[src/rtl/muldiv_sequencer_pkg.sv]
// Shared codes for the iterative multiply/divide unit.
// Holds the operation and state enums and the decoder's FUNC-to-op mapping.
package muldiv_sequencer_pkg;

  localparam int unsigned MD_WIDTH = 32;

  typedef enum logic [2:0] {
    MD_MULT  = 3'd0,
    MD_MULTU = 3'd1,
    MD_DIV   = 3'd2,
    MD_DIVU  = 3'd3,
    MD_MTHI  = 3'd4,
    MD_MTLO  = 3'd5
  } md_op_t;

  typedef enum logic [1:0] {
    MD_IDLE = 2'd0,
    MD_RUN  = 2'd1,
    MD_FIX  = 2'd2
  } md_state_t;

  localparam logic [5:0] FUNC_MTHI  = 6'h11;
  localparam logic [5:0] FUNC_MTLO  = 6'h13;
  localparam logic [5:0] FUNC_MULT  = 6'h18;
  localparam logic [5:0] FUNC_MULTU = 6'h19;
  localparam logic [5:0] FUNC_DIV   = 6'h1A;
  localparam logic [5:0] FUNC_DIVU  = 6'h1B;

  // The decoder only raises start_i for these functs, so the default is never issued.
  function automatic md_op_t func_to_md_op(input logic [5:0] func);
    md_op_t op;
    case (func)
      FUNC_MULT:  op = MD_MULT;
      FUNC_MULTU: op = MD_MULTU;
      FUNC_DIV:   op = MD_DIV;
      FUNC_DIVU:  op = MD_DIVU;
      FUNC_MTHI:  op = MD_MTHI;
      FUNC_MTLO:  op = MD_MTLO;
      default:    op = MD_MULT;
    endcase
    return op;
  endfunction

endpackage

[src/rtl/muldiv_sequencer_if.sv]
// Pipeline-side request/result bundle of the multiply/divide unit.
interface muldiv_sequencer_if #(
  parameter int unsigned WIDTH = 32
);
  import muldiv_sequencer_pkg::*;

  logic             start_i;
  md_op_t           op_i;
  logic [WIDTH-1:0] rs_i;
  logic [WIDTH-1:0] rt_i;
  logic             mf_read_i;
  logic             busy_o;
  logic             stall_o;
  logic             done_o;
  logic [WIDTH-1:0] mfhi_o;
  logic [WIDTH-1:0] mflo_o;

  modport master (
    output start_i, op_i, rs_i, rt_i, mf_read_i,
    input  busy_o, stall_o, done_o, mfhi_o, mflo_o
  );

  modport slave (
    input  start_i, op_i, rs_i, rt_i, mf_read_i,
    output busy_o, stall_o, done_o, mfhi_o, mflo_o
  );

endinterface

[src/rtl/muldiv_sequencer_step.sv]
// One radix-2 iteration: right-shifting shift-add for multiply,
// left-shifting restoring trial-subtract for divide.
module muldiv_sequencer_step #(
  parameter int unsigned WIDTH = 32
) (
  input  logic             is_div_i,
  input  logic [WIDTH-1:0] hi_i,
  input  logic [WIDTH-1:0] lo_i,
  input  logic [WIDTH-1:0] m_i,
  output logic [WIDTH-1:0] hi_o,
  output logic [WIDTH-1:0] lo_o
);

  logic [WIDTH:0]   sum_s;
  logic [WIDTH:0]   shifted_s;
  logic             ge_s;
  logic [WIDTH-1:0] diff_s;

  // Both datapaths are evaluated; the op flag picks which one advances the work registers.
  always_comb begin
    sum_s     = lo_i[0] ? ({1'b0, hi_i} + {1'b0, m_i}) : {1'b0, hi_i};
    shifted_s = {hi_i, lo_i[WIDTH-1]};
    ge_s      = (shifted_s >= {1'b0, m_i});
    diff_s    = shifted_s[WIDTH-1:0] - m_i;
    hi_o      = '0;
    lo_o      = '0;
    if (is_div_i) begin
      if (ge_s) begin
        hi_o = diff_s;
        lo_o = {lo_i[WIDTH-2:0], 1'b1};
      end else begin
        hi_o = shifted_s[WIDTH-1:0];
        lo_o = {lo_i[WIDTH-2:0], 1'b0};
      end
    end else begin
      hi_o = sum_s[WIDTH:1];
      lo_o = {sum_s[0], lo_i[WIDTH-1:1]};
    end
  end

endmodule

[src/rtl/muldiv_sequencer.sv]
// Multi-cycle MULT/MULTU/DIV/DIVU engine owning HI/LO. Operands are reduced to
// magnitudes on accept, iterated WIDTH times, then sign-corrected into HI/LO.
module muldiv_sequencer
  import muldiv_sequencer_pkg::*;
#(
  parameter int unsigned WIDTH = 32
) (
  input  logic            clk,
  input  logic            reset_ni,
  muldiv_sequencer_if.slave md
);

  localparam int unsigned CNT_W = $clog2(WIDTH);

  md_state_t          state_q, state_d;
  logic [CNT_W-1:0]   cnt_q, cnt_d;
  logic [WIDTH-1:0]   hi_q, hi_d, lo_q, lo_d;
  logic [WIDTH-1:0]   wh_q, wh_d, wl_q, wl_d, m_q, m_d;
  logic               is_div_q, is_div_d, neg_q, neg_d, rem_neg_q, rem_neg_d;
  logic               done_q, done_d;

  logic               op_signed_s, op_div_s;
  logic [WIDTH-1:0]   rs_mag_s, rt_mag_s, step_hi_s, step_lo_s;
  logic [2*WIDTH-1:0] prod_s;

  muldiv_sequencer_step #(.WIDTH(WIDTH)) u_step (
    .is_div_i (is_div_q),
    .hi_i     (wh_q),
    .lo_i     (wl_q),
    .m_i      (m_q),
    .hi_o     (step_hi_s),
    .lo_o     (step_lo_s)
  );

  // Operand magnitudes; 0x80000000 maps to itself, which the unsigned datapath handles.
  always_comb begin
    op_signed_s = (md.op_i == MD_MULT) || (md.op_i == MD_DIV);
    op_div_s    = (md.op_i == MD_DIV)  || (md.op_i == MD_DIVU);
    rs_mag_s    = (op_signed_s && md.rs_i[WIDTH-1]) ? (~md.rs_i + WIDTH'(1)) : md.rs_i;
    rt_mag_s    = (op_signed_s && md.rt_i[WIDTH-1]) ? (~md.rt_i + WIDTH'(1)) : md.rt_i;
    prod_s      = neg_q ? (~{wh_q, wl_q} + (2*WIDTH)'(1)) : {wh_q, wl_q};
  end

  // Next-state, work-register and HI/LO update logic.
  always_comb begin
    state_d   = state_q;
    cnt_d     = cnt_q;
    hi_d      = hi_q;
    lo_d      = lo_q;
    wh_d      = wh_q;
    wl_d      = wl_q;
    m_d       = m_q;
    is_div_d  = is_div_q;
    neg_d     = neg_q;
    rem_neg_d = rem_neg_q;
    done_d    = 1'b0;
    case (state_q)
      MD_IDLE: begin
        if (md.start_i) begin
          case (md.op_i)
            MD_MULT, MD_MULTU, MD_DIV, MD_DIVU: begin
              is_div_d  = op_div_s;
              neg_d     = op_signed_s && (md.rs_i[WIDTH-1] ^ md.rt_i[WIDTH-1]);
              rem_neg_d = op_signed_s && md.rs_i[WIDTH-1];
              wh_d      = '0;
              wl_d      = rs_mag_s;
              m_d       = rt_mag_s;
              cnt_d     = CNT_W'(WIDTH - 1);
              // Zeroed work registers make FIX write HI=LO=0 for a zero divisor.
              if (op_div_s && (md.rt_i == '0)) begin
                state_d   = MD_FIX;
                wl_d      = '0;
                neg_d     = 1'b0;
                rem_neg_d = 1'b0;
              end else begin
                state_d = MD_RUN;
              end
            end
            MD_MTHI: hi_d = md.rs_i;
            MD_MTLO: lo_d = md.rs_i;
            default: state_d = MD_IDLE;
          endcase
        end else begin
          state_d = MD_IDLE;
        end
      end
      MD_RUN: begin
        wh_d = step_hi_s;
        wl_d = step_lo_s;
        if (cnt_q == '0) begin
          state_d = MD_FIX;
        end else begin
          cnt_d = cnt_q - CNT_W'(1);
        end
      end
      MD_FIX: begin
        if (is_div_q) begin
          lo_d = neg_q     ? (~wl_q + WIDTH'(1)) : wl_q;
          hi_d = rem_neg_q ? (~wh_q + WIDTH'(1)) : wh_q;
        end else begin
          hi_d = prod_s[2*WIDTH-1:WIDTH];
          lo_d = prod_s[WIDTH-1:0];
        end
        done_d  = 1'b1;
        state_d = MD_IDLE;
      end
      default: state_d = MD_IDLE;
    endcase
  end

  // State and datapath registers; reset also clears the architectural HI/LO.
  always_ff @(posedge clk or negedge reset_ni) begin
    if (!reset_ni) begin
      state_q   <= MD_IDLE;
      cnt_q     <= '0;
      hi_q      <= '0;
      lo_q      <= '0;
      wh_q      <= '0;
      wl_q      <= '0;
      m_q       <= '0;
      is_div_q  <= 1'b0;
      neg_q     <= 1'b0;
      rem_neg_q <= 1'b0;
      done_q    <= 1'b0;
    end else begin
      state_q   <= state_d;
      cnt_q     <= cnt_d;
      hi_q      <= hi_d;
      lo_q      <= lo_d;
      wh_q      <= wh_d;
      wl_q      <= wl_d;
      m_q       <= m_d;
      is_div_q  <= is_div_d;
      neg_q     <= neg_d;
      rem_neg_q <= rem_neg_d;
      done_q    <= done_d;
    end
  end

  assign md.busy_o  = (state_q != MD_IDLE);
  assign md.stall_o = md.busy_o & (md.start_i | md.mf_read_i);
  assign md.done_o  = done_q;
  assign md.mfhi_o  = hi_q;
  assign md.mflo_o  = lo_q;

endmodule

[src/flat_wrapper.sv]
// flat-port wrapper written by rule: the top's interface ports become plain ports
module muldiv_sequencer_flat import muldiv_sequencer_pkg::*;
#(
  parameter int unsigned WIDTH = 32
)
  (clk, reset_ni, md_start_i, md_op_i, md_rs_i, md_rt_i, md_mf_read_i, md_busy_o, md_stall_o, md_done_o, md_mfhi_o, md_mflo_o);
  muldiv_sequencer_if #(.WIDTH(WIDTH)) md_i ();
  input  logic clk;
  input  logic reset_ni;
  input wire logic [$bits(md_i.start_i)-1:0] md_start_i;
  input wire logic [$bits(md_i.op_i)-1:0] md_op_i;
  input wire logic [$bits(md_i.rs_i)-1:0] md_rs_i;
  input wire logic [$bits(md_i.rt_i)-1:0] md_rt_i;
  input wire logic [$bits(md_i.mf_read_i)-1:0] md_mf_read_i;
  output wire logic [$bits(md_i.busy_o)-1:0] md_busy_o;
  output wire logic [$bits(md_i.stall_o)-1:0] md_stall_o;
  output wire logic [$bits(md_i.done_o)-1:0] md_done_o;
  output wire logic [$bits(md_i.mfhi_o)-1:0] md_mfhi_o;
  output wire logic [$bits(md_i.mflo_o)-1:0] md_mflo_o;
  assign md_i.start_i = md_start_i;
  assign md_i.op_i = md_op_i;
  assign md_i.rs_i = md_rs_i;
  assign md_i.rt_i = md_rt_i;
  assign md_i.mf_read_i = md_mf_read_i;
  assign md_busy_o = md_i.busy_o;
  assign md_stall_o = md_i.stall_o;
  assign md_done_o = md_i.done_o;
  assign md_mfhi_o = md_i.mfhi_o;
  assign md_mflo_o = md_i.mflo_o;
  muldiv_sequencer #(.WIDTH(WIDTH)) u_core (.clk(clk), .reset_ni(reset_ni), .md(md_i));
endmodule
[config.mk]
export PLATFORM = sky130hd
export DESIGN_NAME = muldiv_sequencer_flat
export DESIGN_NICKNAME = d
export VERILOG_FILES = /design/src/rtl/muldiv_sequencer_pkg.sv /design/src/rtl/muldiv_sequencer_if.sv /design/src/rtl/muldiv_sequencer_step.sv /design/src/rtl/muldiv_sequencer.sv /design/src/flat_wrapper.sv
export SDC_FILE = /design/constraint.sdc
export NUM_CORES = 1
export LEC_CHECK = 0
export CORE_UTILIZATION = 40
export DETAILED_ROUTE_END_ITERATION = 10
export DONT_BUFFER_PORTS = 1
export GPL_TIMING_DRIVEN = 0
export MAX_ROUTING_LAYER = met4
export PLACE_DENSITY = 0.65
export REMOVE_ABC_BUFFERS = 1
export SLEW_MARGIN = 10
export SYNTH_ARGS = -nofsm -noshare
export SYNTH_HDL_FRONTEND = slang
export SYNTH_SLANG_ARGS = --single-unit
export TNS_END_PERCENT = 20
[constraint.sdc]
create_clock -name clk -period 7.1 [get_ports clk]
set_input_delay 1.42 -clock clk [delete_from_list [all_inputs] [get_ports clk]]
set_output_delay 1.42 -clock clk [all_outputs]
set_load 0.01 [all_outputs]
==> impl_metrics.toml <==
[outcome]
status = "finished clean"

[sta]
rsz0062_at_grt = "false"
fin_skew_ns = 0.0152
maxSlewHeadroom = 0.338
hold_viol = 0
post-route-period-util = 0.730
fin_ws_ns = 1.92
setup_viol = 0
final_max_slew_viol_count = 0
final.min_clock_period_ns = 5.18
fmax_mhz = 193
worst_slew_pin_slew_ns = 0.983

[drt]
drt_iter0_markers = 1273
wl_mm = 46.3
via_per_inst = 5.99
drtAntennaViolNets = 0
drc = 0
wire_per_inst_um = 20.4
drt-pass1-iter-count = 6
vias = 13600

[clock_network]
clk_latency_ns = 0.46
cts_tree = "yes"
post-cts-setup-buffers = 0
numCtsBuffers = 17
cts_root_buffer = "clkbuf_16"
htree_levels = 4
post_cts_resized = 0
holdBufCountCts = 0
cts_sinks = 171
clkTransAtPathRegs_ns = 0.08
clk_path_buf_depth = 2

[worst_setup_path]
crit_path_frequent_cell = "and2_1"
cp-end-kind = "register"
path_buf_inv = 0
cp_data_arrival_time_ns = 5.48
path_max_fanout = 21
cp_slowest_cell = "nand4_1"
slowest_delay_ns = 0.86
start_kind = "primary input"
required_ns = 7.40
path_class = "primary input to register"
crit_family = "simple AND/OR/NAND/NOR gates"
crit_chain = "or3_1 -> nor3b_1 -> and2_1 -> nand3_1 -> nor3_1 -> nand4_1 -> and2_1 -> a221oi_1 -> a21oi_1"

[final_layout]
nNetsFinal = 1936
layout_common_cells = "229 x nand2_1, 216 x o21ai_0, 168 x dfrtp_1, 148 x a21oi_1, 126 x nor2_1"
layout-drive-gt1-share = 0.0404
stdcell_count = 2274
n_antenna_cell = 0
area_growth_pct = 6.66
final_common_cell = "nand2_1"

[pwr]
p_leak_uw = 0.00659
p_per_area_nw_per_um2 = 577
vdd_drop_max_mv = 0.211
finalPower_uw = 9110

[global_routing]
overflow = 0
grt_pass1_vias = 13000
grt_max_degree = 172
grt_pass1_wl_mm = 74.0
track_usage = 0.255
antenna_found_initial = 0

[floorplanning]
die_h_um = 194
start_util = 0.406
io_pins = 138
coreArea_um2 = 36500
die_w_um = 194
dieArea_um2 = 37800
rows = 70

[place]
place_inst = 2241
place_ws_ns = 1.49
numPortBuffers = 0
place.gp.congestion = 0.981
hpwl_mm = 34.6

[logic_synthesis]
ys_seq_area_frac = 0.289
ys.warnings.count = 0
synth_edf_count = 0
ys.flop_type = "dfrtp_1"
async_flop_share = 1.00
ys_ff_latch = 171
syn_area_per_cell_um2 = 7.92
synth_cells = 1871
syn_area_um2 = 14800
ys_types = 77

[worst_hold_path]
hp-class = "register to register"

[flow_run]
drv_cap = 0
## kinds of logic (layout without fill, tap and decap cells)
logic type / Yosys count / count (layout) / synth area share
AND/OR/NAND/NOR: 580 / 580 / 0.185
multiplexers: 107 / 107 / 0.0726
XOR/XNOR: 167 / 167 / 0.0987
AO/OA/AOI/OAI: 597 / 597 / 0.246
adder cells (fa/ha/maj): 72 / 72 / 0.0618
flip-flops: 171 / 171 / 0.289
buffers and inverters: 177 / 112 / 0.0463
## worst register-to-register path, delay by kind of cell (launching register included)
| kind | cells | cell delay [ns] |
|---|---|---|
| compound gates | 6 | 2.63 |
| xor+xnor | 1 | 0.23 |
| fa+ha+maj | 2 | 0.64 |
| buf+inv | 1 | 0.06 |
| flops | 1 | 0.57 |
| simple gates | 2 | 0.30 |
## through the flow
stage	area (µm²)	TNS, ns	util	hold WS, ns
finish	15800	0	0.433	0.516
global route	15800	0	0.433	0.525
CTS	15800	0	0.432	0.503
detailed placement	15200	0	0.417	0.489
global placement	15000	-23.22	0.410	0.485
floorplan	14400	0	-	0.462
## sequential cells by signal, summed over array words and instances, names as in the netlist, 2 cells and up
register,flops
u_core.md.mflo_o,32
u_core.wl_q,32
u_core.md.mfhi_o,32
u_core.m_q,32
u_core.state_q,2
u_core.cnt_q,5
u_core.wh_q,32
## final cells by class
class | count | area, µm²
clock buffer | 23 | 458
tap | 468 | 586
sequential | 171 | 4290
multi-input combinational | 1523 | 9880
fill | 3663 | 20700
inverter | 70 | 265
timing repair buffer | 10 | 233
clock inverter | 9 | 92.6
## power by group
| part | internal (µW) | switching (µW) |
|---|---|---|
| registers | 1460 | 899 |
| logic | 2470 | 3360 |
| clock network | 494 | 425 |
## layer usage
metal	vias to the layer above	wire, µm	global-route usage
met4	0	1150	0.0800
met1	6442	21100	0.340
met3	64	3000	0.0420
li1	6602	-	-
met5	-	0	-
met2	502	21000	0.392
## cell usage after synthesis (18+ instances only)
cell	count	area (µm²)
a211oi_1	18	135
a21o_1	37	278
a21oi_1	148	741
a31oi_1	26	163
clkbuf_1	90	338
dfrtp_1	171	4280
ha_1	70	876
inv_1	70	263
mux2i_1	103	1030
nand2_1	230	863
nand3_1	25	125
nor2_1	126	473
nor2b_1	19	119
nor3_1	39	195
o21ai_0	216	1080
o31ai_1	19	143
or3_1	25	156
xnor2_1	95	832
xor2_1	72	631
## final timing paths
check / startpoint / to / slack, ns / cells after the start
worst max-delay path: md_rt_i[2] / u_core.wl_q[0] / 1.92 / 9
worst min-delay path: u_core.cnt_q[0] / u_core.cnt_q[0] / 0.52 / 1
worst max register to register: u_core.wh_q[0] / u_core.wh_q[27] / 2.55 / 12
worst min register to register: u_core.cnt_q[0] / u_core.cnt_q[0] / 0.52 / 1
max in group asynchronous: reset_ni / u_core.is_div_q / 6.09 / 0
min in group asynchronous: reset_ni / u_core.md.done_o / 0.66 / 0
(Power assumes the default switching activity.)
